## src/rtl/mem_monitor_pkg.sv

```systemverilog
// Shared types for the data-memory write monitor: FSM states and failure codes.
package mem_monitor_pkg;

  typedef enum logic [1:0] {
    IDLE,
    RUN,
    PASS,
    FAIL
  } state_t;

  typedef enum logic [1:0] {
    FAIL_NONE,
    FAIL_DATA,
    FAIL_STRAY,
    FAIL_TIMEOUT
  } fail_t;

  localparam int unsigned COUNT_W = 16;

endpackage

```

## src/rtl/monitor_channel.sv

```systemverilog
// One expected-write channel: holds the armed address/data pair and its matched flag.
module monitor_channel #(
  parameter int N  = 32,
  parameter int AW = 32
) (
  input  logic          clk,
  input  logic          reset,
  input  logic          load,
  input  logic          set_match,
  input  logic [AW-1:0] cfg_addr,
  input  logic [N-1:0]  cfg_data,
  input  logic [AW-1:0] mem_addr,
  input  logic [N-1:0]  mem_wdata,
  output logic          hit,
  output logic          data_ok,
  output logic          matched
);

  logic [AW-1:0] addr_q;
  logic [N-1:0]  data_q;

  // NOTE: sequential state uses non-blocking assignments so every register
  // samples pre-edge values, independent of process ordering.
  always_ff @(posedge clk) begin
    if (reset) begin
      addr_q  <= '0;
      data_q  <= '0;
      matched <= 1'b0;
    end else if (load) begin
      addr_q  <= cfg_addr;
      data_q  <= cfg_data;
      matched <= 1'b0;
    end else if (set_match) begin
      matched <= 1'b1;
    end
  end

  assign hit     = (mem_addr == addr_q);
  assign data_ok = (mem_wdata == data_q);

endmodule

```

## src/rtl/mem_write_monitor.sv

```systemverilog
// Snoops the data-memory write port and decides pass/fail against CH expected
// (address, data) pairs, a tolerated scratch window and an optional cycle timeout.
module mem_write_monitor
  import mem_monitor_pkg::*;
#(
  parameter int N  = 32,
  parameter int AW = 32,
  parameter int CH = 2,
  parameter int TW = 16
) (
  input  logic                clk,
  input  logic                reset,
  input  logic                start,
  input  logic [CH*AW-1:0]    exp_addr,
  input  logic [CH*N-1:0]     exp_data,
  input  logic [AW-1:0]       scratch_lo,
  input  logic [AW-1:0]       scratch_hi,
  input  logic [TW-1:0]       timeout,
  input  logic                mem_we,
  input  logic [AW-1:0]       mem_addr,
  input  logic [N-1:0]        mem_wdata,
  output logic                done,
  output logic                pass,
  output logic [1:0]          fail_code,
  output logic [CH-1:0]       match_mask,
  output logic [COUNT_W-1:0]  write_count
);

  state_t               state_q, state_d;
  fail_t                fail_q, fail_d;
  logic                 done_q, pass_q;
  logic [COUNT_W-1:0]   cnt_q;
  logic [TW-1:0]        cyc_q;
  logic [TW-1:0]        to_q;
  logic [AW-1:0]        lo_q, hi_q;

  logic                 load;
  logic                 found;
  logic                 bad_data;
  logic                 in_scratch;
  logic [CH-1:0]        hit, data_ok, matched, set_vec;

  for (genvar i = 0; i < CH; i++) begin : g_ch
    monitor_channel #(.N(N), .AW(AW)) u_ch (
      .clk       (clk),
      .reset     (reset),
      .load      (load),
      .set_match (set_vec[i]),
      .cfg_addr  (exp_addr[i*AW +: AW]),
      .cfg_data  (exp_data[i*N +: N]),
      .mem_addr  (mem_addr),
      .mem_wdata (mem_wdata),
      .hit       (hit[i]),
      .data_ok   (data_ok[i]),
      .matched   (matched[i])
    );
  end

  // An inverted window (lo > hi) can never satisfy both bounds, so it is empty.
  assign in_scratch = (mem_addr >= lo_q) && (mem_addr <= hi_q);

  // NOTE: every signal written here gets a default first, so no path through
  // the block leaves a value unassigned and no latch is inferred.
  always_comb begin
    state_d  = state_q;
    fail_d   = fail_q;
    set_vec  = '0;
    load     = 1'b0;
    found    = 1'b0;
    bad_data = 1'b0;
    unique case (state_q)
      RUN: begin
        if (mem_we) begin
          for (int i = 0; i < CH; i++) begin
            if (!found && hit[i]) begin
              found = 1'b1;
              if (data_ok[i]) set_vec[i] = 1'b1;
              else            bad_data   = 1'b1;
            end
          end
        end
        if (bad_data) begin
          state_d = FAIL;
          fail_d  = FAIL_DATA;
        end else if (mem_we && !found && !in_scratch) begin
          state_d = FAIL;
          fail_d  = FAIL_STRAY;
        end else if ((matched | set_vec) == '1) begin
          state_d = PASS;
        end else if (to_q != '0 && cyc_q == to_q) begin
          state_d = FAIL;
          fail_d  = FAIL_TIMEOUT;
        end
      end
      default: begin
        if (start) begin
          load    = 1'b1;
          state_d = RUN;
          fail_d  = FAIL_NONE;
        end
      end
    endcase
  end

  always_ff @(posedge clk) begin
    if (reset) begin
      state_q <= IDLE;
      fail_q  <= FAIL_NONE;
      done_q  <= 1'b0;
      pass_q  <= 1'b0;
      cnt_q   <= '0;
      cyc_q   <= '0;
      to_q    <= '0;
      lo_q    <= '0;
      hi_q    <= '0;
    end else begin
      state_q <= state_d;
      fail_q  <= fail_d;
      done_q  <= (state_d == PASS) || (state_d == FAIL);
      pass_q  <= (state_d == PASS);
      if (load) begin
        cnt_q <= '0;
        cyc_q <= TW'(1);
        to_q  <= timeout;
        lo_q  <= scratch_lo;
        hi_q  <= scratch_hi;
      end else if (state_q == RUN) begin
        cyc_q <= cyc_q + TW'(1);
        if (mem_we && cnt_q != '1) cnt_q <= cnt_q + COUNT_W'(1);
      end
    end
  end

  assign done        = done_q;
  assign pass        = pass_q;
  assign fail_code   = fail_q;
  assign match_mask  = matched;
  assign write_count = cnt_q;

endmodule

```

## config.mk

```make
export PLATFORM = sky130hd
export DESIGN_NAME = mem_write_monitor
export DESIGN_NICKNAME = d
export VERILOG_FILES = /design/src/rtl/mem_monitor_pkg.sv /design/src/rtl/monitor_channel.sv /design/src/rtl/mem_write_monitor.sv
export SDC_FILE = /design/constraint.sdc
export NUM_CORES = 1
export LEC_CHECK = 0
export CORE_ASPECT_RATIO = 1.5
export CORE_UTILIZATION = 50
export DETAILED_ROUTE_END_ITERATION = 8
export GPL_ROUTABILITY_DRIVEN = 0
export PLACE_DENSITY = 0.87
export SLEW_MARGIN = 0
export SYNTH_ARGS = -nofsm -noshare
export SYNTH_HDL_FRONTEND = slang
export SYNTH_SLANG_ARGS = --single-unit
```

## constraint.sdc

```tcl
create_clock -name clk -period 2.84 [get_ports clk]
set_input_delay 0.71 -clock clk [delete_from_list [all_inputs] [get_ports clk]]
set_output_delay 0.71 -clock clk [all_outputs]
set_load 0.01 [all_outputs]
```

# Word-level counts from Yosys, hierarchy flattened
# Index checks and enable logic that the tools add are counted.
# word_totals
ff_bits	248
in_bits	276
# classes
addsub	2
magnitude_cmp	2
eq_ne	12
n_mux	35
bitwise_logic	1
reduce_logical	16
# op_table
cell	n
$eq 32x32->1	4
$add 16x1->16 const B	2
$ge 32x32->1	1
$le 32x32->1	1
$mux 2	15
$mux 1	20
$eq 16x16->1	1
$ne 16x16->1 const B	1
$reduce_bool 16->1	1
$ne 4x4->1 const B	2
$eq 2x2->1 const B	3
$logic_and 1x1->1	6
$reduce_bool 2->1	2
$logic_not 1->1	3
$reduce_and 3->1	1
$eq 2x1->1 const B	1
$or 2x2->2	1
$reduce_and 2->1	1
$reduce_or 2->1	1
$logic_or 1x1->1	1

# Logic depth before layout (Yosys ltp)
# Gate-level depths: netlist of the first run.
# logic_depth
ltp_word	17
mapped_depth	10

# Modules after synthesis
# Synthesis of the first run repeated with hierarchy kept, for this count alone.
# unflattened
hier_cells	1393
area_unflattened_um2	12196.7
# modules_own_cells
mod	instances	cells_per_inst	area_per_inst_um2	seq_area_each_um2
mem_write_monitor	1	803	6233.5	2362.3
monitor_channel	2	295	2981.6	1301.2

# Least setup slack after synthesis of the first run
# Ideal clock, no wire load.
# synth_timing
path_kind	input port to flip-flop
start	input port mem_addr[19]
end	register fail_q[1], in the netlist fail_code[1]
setup_time_ns	0.130
arrival_ns	2.516
path_slack_ns	0.195
stages	9
n_path_buf	0
path_cell_list	ha_1 -> a21oi_2 -> o21ai_1 -> a221o_1 -> a2111oi_2 -> a21oi_1 -> o211ai_2 -> a21boi_0 -> o22ai_1
# synth_between
elab_chain_len	15
word_cells_on_any_way	34
cone_classes	order compare (2); eq/ne (5); mux (18); bitwise (1); reduce/logical (8)
# synth_rtl
item	line	source
start, declared	mem_write_monitor.sv:20	input logic [AW-1:0] mem_addr,
branches (longest 15 deep; another with $eq 32x32->1)	--	
end signal, assigned	mem_write_monitor.sv:118	fail_q <= fail_d;
end, declared	mem_write_monitor.sv:30	fail_t fail_q, fail_d;
# Several ways; the timed one is not identified. The select of a mux whose other input is x is not followed.
# A chain may end at the register's enable or synchronous reset.

# Final worst setup path of the first run
# layout_timing
start	input port mem_addr[13]
end	register fail_q[1], in the netlist fail_code[1]
# Same word-level chain as after synthesis.

==> results of run 1 <==
## registers in the layout, summed over array words and instances, names as in the netlist, 16 cells and up
name,cells
to_q,16
lo_q,32
g_ch.u_ch.addr_q,64
g_ch.u_ch.data_q,64
write_count,16
cyc_q,16
hi_q,32
## stage by stage
| stage | setup TNS (ps) | util [%] | setup WS, ps |
|---|---|---|---|
| 2_1_floorplan | 0 | - | 194.8 |
| 3_3_place_gp | -2978 | 67.01 | -593.8 |
| 3_5_place_dp | -3522 | 67.01 | -671.3 |
| 4_1_cts | -7.655 | 70.85 | -5.957 |
| 5_1_grt | -622.3 | 71.23 | -161.8 |
| 6_report | -345.2 | 71.23 | -112.5 |
## worst max path at each step
stage | startpoint | end | slack [ps]
2_1_floorplan | mem_addr[19] | fail_code[1]$_SDFFE_PP0P_ | 190
3_3_place_gp | mem_addr[19] | fail_code[1]$_SDFFE_PP0P_ | -590
3_5_place_dp | mem_addr[19] | fail_code[1]$_SDFFE_PP0P_ | -670
4_1_cts | mem_addr[13] | fail_code[1]$_SDFFE_PP0P_ | -6
5_1_grt | mem_addr[13] | state_q[0]$_SDFF_PP0_ | -160
6_report | mem_addr[13] | fail_code[1]$_SDFFE_PP0P_ | -110
## metal layers
| layer | track usage [%] | up-vias |
|---|---|---|
| li1 | - | 5772 |
| met1 | 32.77 | 5581 |
| met2 | 56.78 | 570 |
| met3 | 5.292 | 166 |
| met4 | 24.21 | 0 |
| met5 | 0 | - |
## Yosys cell counts, types with 2 or more instances
| master | n | area (sq um) |
|---|---|---|
| buf_4 | 2 | 15.01 |
| nand3_1 | 16 | 80.08 |
| a21boi_0 | 3 | 22.52 |
| nand2b_1 | 3 | 18.77 |
| nand4_1 | 37 | 231.5 |
| nor2_1 | 50 | 187.7 |
| a21oi_1 | 243 | 1216 |
| o21a_1 | 2 | 15.01 |
| or3_1 | 8 | 50.05 |
| xnor2_1 | 54 | 473.0 |
| o21ai_0 | 15 | 75.07 |
| nor3_1 | 5 | 25.02 |
| and4_4 | 2 | 22.52 |
| a21o_1 | 2 | 15.01 |
| xor2_1 | 113 | 989.7 |
| dfxtp_1 | 248 | 4965 |
| inv_1 | 69 | 259.0 |
| o211ai_1 | 2 | 15.01 |
| o21ai_1 | 3 | 15.01 |
| nand2_1 | 454 | 1704 |
| clkbuf_1 | 74 | 277.8 |
| nor2b_1 | 4 | 25.02 |
| a311oi_1 | 2 | 17.52 |
| and3_1 | 4 | 25.02 |
| nor4_1 | 33 | 206.5 |
| ha_1 | 66 | 825.8 |
| a211oi_1 | 3 | 22.52 |
| and2_1 | 2 | 12.51 |
## final cells by class
type | instances | share of cell area, %
clock buffers | 34 | 4.151
clock inverters | 9 | 0.8986
well taps | 319 | 2.369
diodes | 7 | 0.1040
flip-flops and latches | 248 | 29.47
repair buffers | 381 | 21.98
multi-input cells | 1149 | 39.49
inverters | 69 | 1.537
## logic make-up (layout without fill, tap and decap cells)
group,count (synthesis),after routing,synth area share [%]
AND/OR/NAND/NOR,626,626,22.07
AO/OA/AOI/OAI,289,289,13.04
flip-flops,248,248,41.20
XOR/XNOR,167,167,12.14
buffers and inverters,146,493,4.611
adder cells (fa/ha/maj),66,66,6.854
multiplexers,1,1,0.08308
other,0,7,0
## where the power goes
group	internal (mW)	switching (mW)	total, mW	leakage (nW)
logic	0.800	0.805	1.61	4.08
registers	3.66	0.134	3.80	2.03
clock network	2.08	1.36	3.44	0.415
## repair_timing
action	4_1_cts	5_1_grt
pin swaps	5	6
setup buffers	1	1
hold buffers	0	0
gates resized for setup	9	11
endpoints found under the setup margin	5	6
hold endpoints to repair	0	0
## worst max-delay path, cell delays in order
cell             delay, ps
clkdlybuf4s50_1        460
ha_1                   360
nand4_1                210
nor4_2                  70
buf_4                  130
a21boi_1               140
o41ai_2                530
a21oi_2                150
o211ai_4               290
a21boi_2               210
o22ai_1                 80
==> results.cfg, run 1 <==
[power]
pwr_density_cell_mw_per_mm2 = 524.9
vdd_drop_max_mv = 0.4078
p_leak_nw = 6.522
total_power_mw = 8.844

[synthesis]
netlist_area_sq_mm = 0.01205
yosysSeqAreaShare_pct = 41.20
synth_nets = 1885
ys.warnings.count = 0
yosys_most_used_dff = dfxtp_1
synthArstFlopShare_pct = 0
syn_area_per_cell_sq_um = 7.809
synth_cells = 1543
synth_seq_cells = 248
synthDistinctLibCells = 52
synth-edff-count = 0

[floorplan]
start_util_pct = 50.94
pin_count = 298
rows = 69
dieHeight_um = 192.1
dieArea_sq_mm = 0.02474
die_width_um = 128.8
core_sq_mm = 0.02366

[critical_path]
worstRegToRegCells = 11
reg2reg_setup_slack_ps = 200
crit_fanout = 5
cp_data_arrival_time_ps = 3340
r2r_end = fail_code[1]$_SDFFE_PP0P_
crit_path_start_kind = input pin
crit_type = input pin to flip-flop
cp-end-kind = flip-flop
reg2reg_from = hi_q[15]$_SDFFE_PP0P_
critical_path_required_ps = 3230

[layout]
drive_gt1_share_pct = 7.937
layout_commonest_cell = nand2_1
nFillCells = 1775
syn_to_final_growth_pct = 39.83
final_cell_mix = nand2_1, clkdlybuf4s50_1, dfxtp_1, a21oi_1, xor2_1
stdcell_area_sq_mm = 0.01685
fin_cells = 2216
seqCellArea_sq_mm = 0.004965
num-nets-final = 2216
multi_input_area_sq_mm = 0.006654

[timing]
final_hold_viol_count = 0
fin_ws_ps = -112.5
fin_crit_ps = 2953
fin_crit_sh_pct = 104.0
max_freq_mhz = 338.7
slew_violations = 0
fin_skew_ps = 11.83
tightest_slew_ps = 575.5
hold_slack_ps = 454.6
relSlewSlack_pct = 61.34
finalSetupViolCount = 4

[global_routing]
grt_max_degree = 96
grt_pass1_wl_um = 60770
overflow = 0
grt_use_total_pct = 31.72
grt_pass1_vias = 12390
antenna_found_initial = 7

[placement]
dp_hpwl_um = 29480
placed_cell_area_sq_mm = 0.01585
port-buffer-count = 297
dp_cells = 2164

[drt]
m1WireLength_um = 13700
drtAntennaViolNets = 0
wl_um = 39590
wl_per_cell_um = 17.87
wl_met3_um = 2712
maxUsedRoutingLayer = met4
vias_per_cell = 5.455
drtIter0Drc = 776
drc = 0
num_vias = 12090
first_pass_iters = 5
met2_length_um = 20130

[clocking]
cts_sinks = 248
cts_buffers = 25
clock_latency_ps = 520
cts.clk_slew.worst_paths_ps = 60
cts_tree = built
clockRootBuffer = clkbuf_16
cts_buffer_depth = 3
htree_num_levels = 1

[outcome]
violations = setup timing
status = complete, but fails checks

[hold_path]
holdPathStages = 2
min-delay-start = lo_q[5]$_SDFFE_PP0P_
hp-class = flip-flop to flip-flop
whs_endpoint = lo_q[5]$_SDFFE_PP0P_

[job]
drv_cap = 0
No activity file was read; power rests on OpenSTA's default activity.
==> inputs of run 2 (changes only) <==
==> constraint.sdc (replaced) <==
create_clock -name clk -period 2.84 [get_ports clk]
set_input_delay 0.71 -clock clk [delete_from_list [all_inputs] [get_ports clk]]
set_output_delay 0.71 -clock clk [all_outputs]
set_load 0.005 [all_outputs]
==> results of run 2 <==
Same layout as run 1 (identical final DEF). Status: complete, but fails checks: setup timing.
Among the figures that moved: total power 8.844 mW -> 8.843 mW
==> inputs of run 3 (changes only) <==
Settings changed: ABC_CLOCK_PERIOD_IN_PS set to 2840, SYNTH_HIERARCHICAL set to 1.
==> run 3 against run 2 <==
Compared with the run above:
- the run now ends clean
- critical path type unchanged
- non-clock buffer count fell by 8
- via count fell by 7.7%
- sequential share of layout area fell by 0.45 points
- die area rose by 1.2%
- first-iteration DRC count fell by 31%
- largest power group unchanged
- register-to-register slack improved by 120 ps
- largest cell class unchanged
- setup slack improved by 130 ps
- combinational power barely moved
- global-route usage fell by 3.2 points
==> results.cfg, run 3 <==
[synthesis]
netlist_area_sq_mm = 0.01220
synthDistinctLibCells = 48
synth_largest_area_cell = dfxtp_1
yosys-top-cells-count = dfxtp_1, nand2_1, nor2_1, xor2_1, mux2i_1
synth.area.top_cells = dfxtp_1, xor2_1, mux2i_1
synth-edff-count = 0
yosys_most_used_dff = dfxtp_1
ys.warnings.count = 6
yosysSeqAreaShare_pct = 40.71
synth_seq_cells = 248
yosys.area.top_type_share_pct = 40.71
synth.most_common_cell = dfxtp_1
syn_area_per_cell_sq_um = 8.756
synth_cells = 1393
synthArstFlopShare_pct = 0
synth_nets = 1735

[critical_path]
cp_data_arrival_time_ps = 3250
critical_path_required_ps = 3260
crit_path_start_kind = input pin
crit_fanout = 5
cp-end-kind = flip-flop
crit_type = input pin to flip-flop

[floorplan]
start_util_pct = 51.19
die_width_um = 129.5
core_sq_mm = 0.02383
dieHeight_um = 193.3
rows = 69
dieArea_sq_mm = 0.02504
pin_count = 298

[placement]
port-buffer-count = 297
dp_cells = 2024
dp_hpwl_um = 27180

[global_routing]
antenna_found_initial = 6
overflow = 0
grt_use_met2_pct = 50.60
grt_pass1_vias = 11570
grt_use_met1_pct = 28.31
grt_pass1_wl_um = 56030
met3_usage_pct = 4.452
grt.busiest_layer = met2
grt_max_degree = 145
grt_use_total_pct = 28.55

[clocking]
htree_num_levels = 1
clockRootBuffer = clkbuf_16
cts_sinks = 248
cts_tree = built
cts_buffers = 24
cts.clk_slew.worst_paths_ps = 70
clock_latency_ps = 520
cts_buffer_depth = 3

[drt]
drc = 0
vias_per_cell = 5.381
wl_um = 36930
drtIter0Drc = 538
num_vias = 11160
drtAntennaViolNets = 0
wl_per_cell_um = 17.81
first_pass_iters = 5

[timing]
relSlewSlack_pct = 59.52
finalSetupViolCount = 0
rsz0062_at_grt = yes
tightest_slew_ps = 607.2
fin_crit_sh_pct = 99.49
fin_crit_ps = 2825
max_freq_mhz = 353.9
hold_slack_ps = 457.5
final_hold_viol_count = 0
setup_tns_ps = 0
fin_skew_ps = 15.92
slew_violations = 0

[power]
pwr_density_cell_mw_per_mm2 = 534.4
vdd_drop_max_mv = 0.4881
p_leak_nw = 7.172

[layout]
largestRegisters = g_ch.u_ch/addr_q: 64 flops, g_ch.u_ch/data_q: 64 flops
fin_cells = 2074
drive_gt1_share_pct = 8.800
final_cell_mix = clkdlybuf4s50_1, dfxtp_1, nand2_1, nor2_1, xor2_1
layout_commonest_cell = clkdlybuf4s50_1
syn_to_final_growth_pct = 40.27
num-nets-final = 2074

[job]
drv_cap = 0

[outcome]
status = finished, final reports clean

[hold_path]
hp-class = flip-flop to flip-flop
## run 3: cell types whose count changed in the layout (fill, tap and decap cells not counted), sizes merged, moves of 19 or more
cell and change:
nor2 +127, mux2i +128, a21oi -132, xnor2 -39
clkdlybuf4s50 -19, nand2 -255, xor2 +40
## run 3: worst max-delay path: stages
cell and delay (ps):
clkdlybuf4s50_1 490, inv_1 60, ha_1 290, nand2b_4 150
a2111oi_4 290, o31a_1 210, o221ai_2 130, o211ai_1 410
nand2_2 200, a211oi_1 310
## run 3: area by class of cell
| type | count | area, sq um |
|---|---|---|
| clock buffers | 32 | 701.9 |
| multi-input cells | 1017 | 6875 |
| diodes | 5 | 12.51 |
| repair buffers | 373 | 3655 |
| well taps | 319 | 399.1 |
| inverters | 68 | 262.8 |
| clock inverters | 12 | 237.7 |
| flip-flops and latches | 248 | 4965 |
| fillers | 1643 | 6719 |
## run 3: layer usage
| metal | share of wire (%) | up-vias |
|---|---|---|
| li1 | - | 5375 |
| met1 | 35 | 5145 |
| met2 | 50 | 451 |
| met3 | 5.4 | 188 |
| met4 | 9.9 | 2 |
| met5 | 0.027 | - |
## run 3: path summary, 6_finish.rpt
check / from / endpoint / slack (ps) / cells past startpoint
min: hi_q[7]$_SDFFE_PP0P_ / hi_q[7]$_SDFFE_PP0P_ / 460 / 2
max: mem_addr[0] / state_q[0]$_SDFF_PP0_ / 10 / 10
min reg2reg: hi_q[7]$_SDFFE_PP0P_ / hi_q[7]$_SDFFE_PP0P_ / 460 / 2
max reg2reg: hi_q[14]$_SDFFE_PP0P_ / pass$_SDFF_PP0_ / 320 / 11
## run 3: metrics by stage
| stage | total power, mW | utilization (%) | instance area, sq um | worst slack (ps) |
|---|---|---|---|---|
| 6_report | 9.143 | 71.80 | 17110 | 14.52 |
| 5_1_grt | 9.470 | 71.79 | 17110 | -82.67 |
| 4_1_cts | 9.131 | 70.70 | 16850 | 5.557 |
| 3_5_place_dp | 5.383 | 66.72 | 15900 | -687.0 |
| 3_3_place_gp | 5.318 | 66.72 | 15900 | -600.5 |
| 2_1_floorplan | 4.636 | - | 12200 | 251.8 |
## run 3: cells by family (layout without fill, tap and decap cells)
family,after synthesis,after routing,synth area share [%]
and+or+nand+nor,497,497,17.74
DFF,248,248,40.71
xor gates and xnor gates,168,168,12.06
AOI/OAI and AO/OA,157,157,7.417
muxes,129,129,10.59
buffers and inverters,128,485,4.719
adders and majority gates,66,66,6.771
other,0,5,0
## run 3: report_power, final
part / switching, mW / internal (mW)
clock network: 1.39 / 2.37
registers: 0.134 / 3.67
logic: 0.751 / 0.832
## run 3: what timing repair did
item | 4_1_cts | 5_1_grt
setup buffers | 0 | 1
hold buffers | 0 | 0
pin swaps | 4 | 21
setup endpoints to repair | 6 | 6
gates resized for setup | 10 | 48
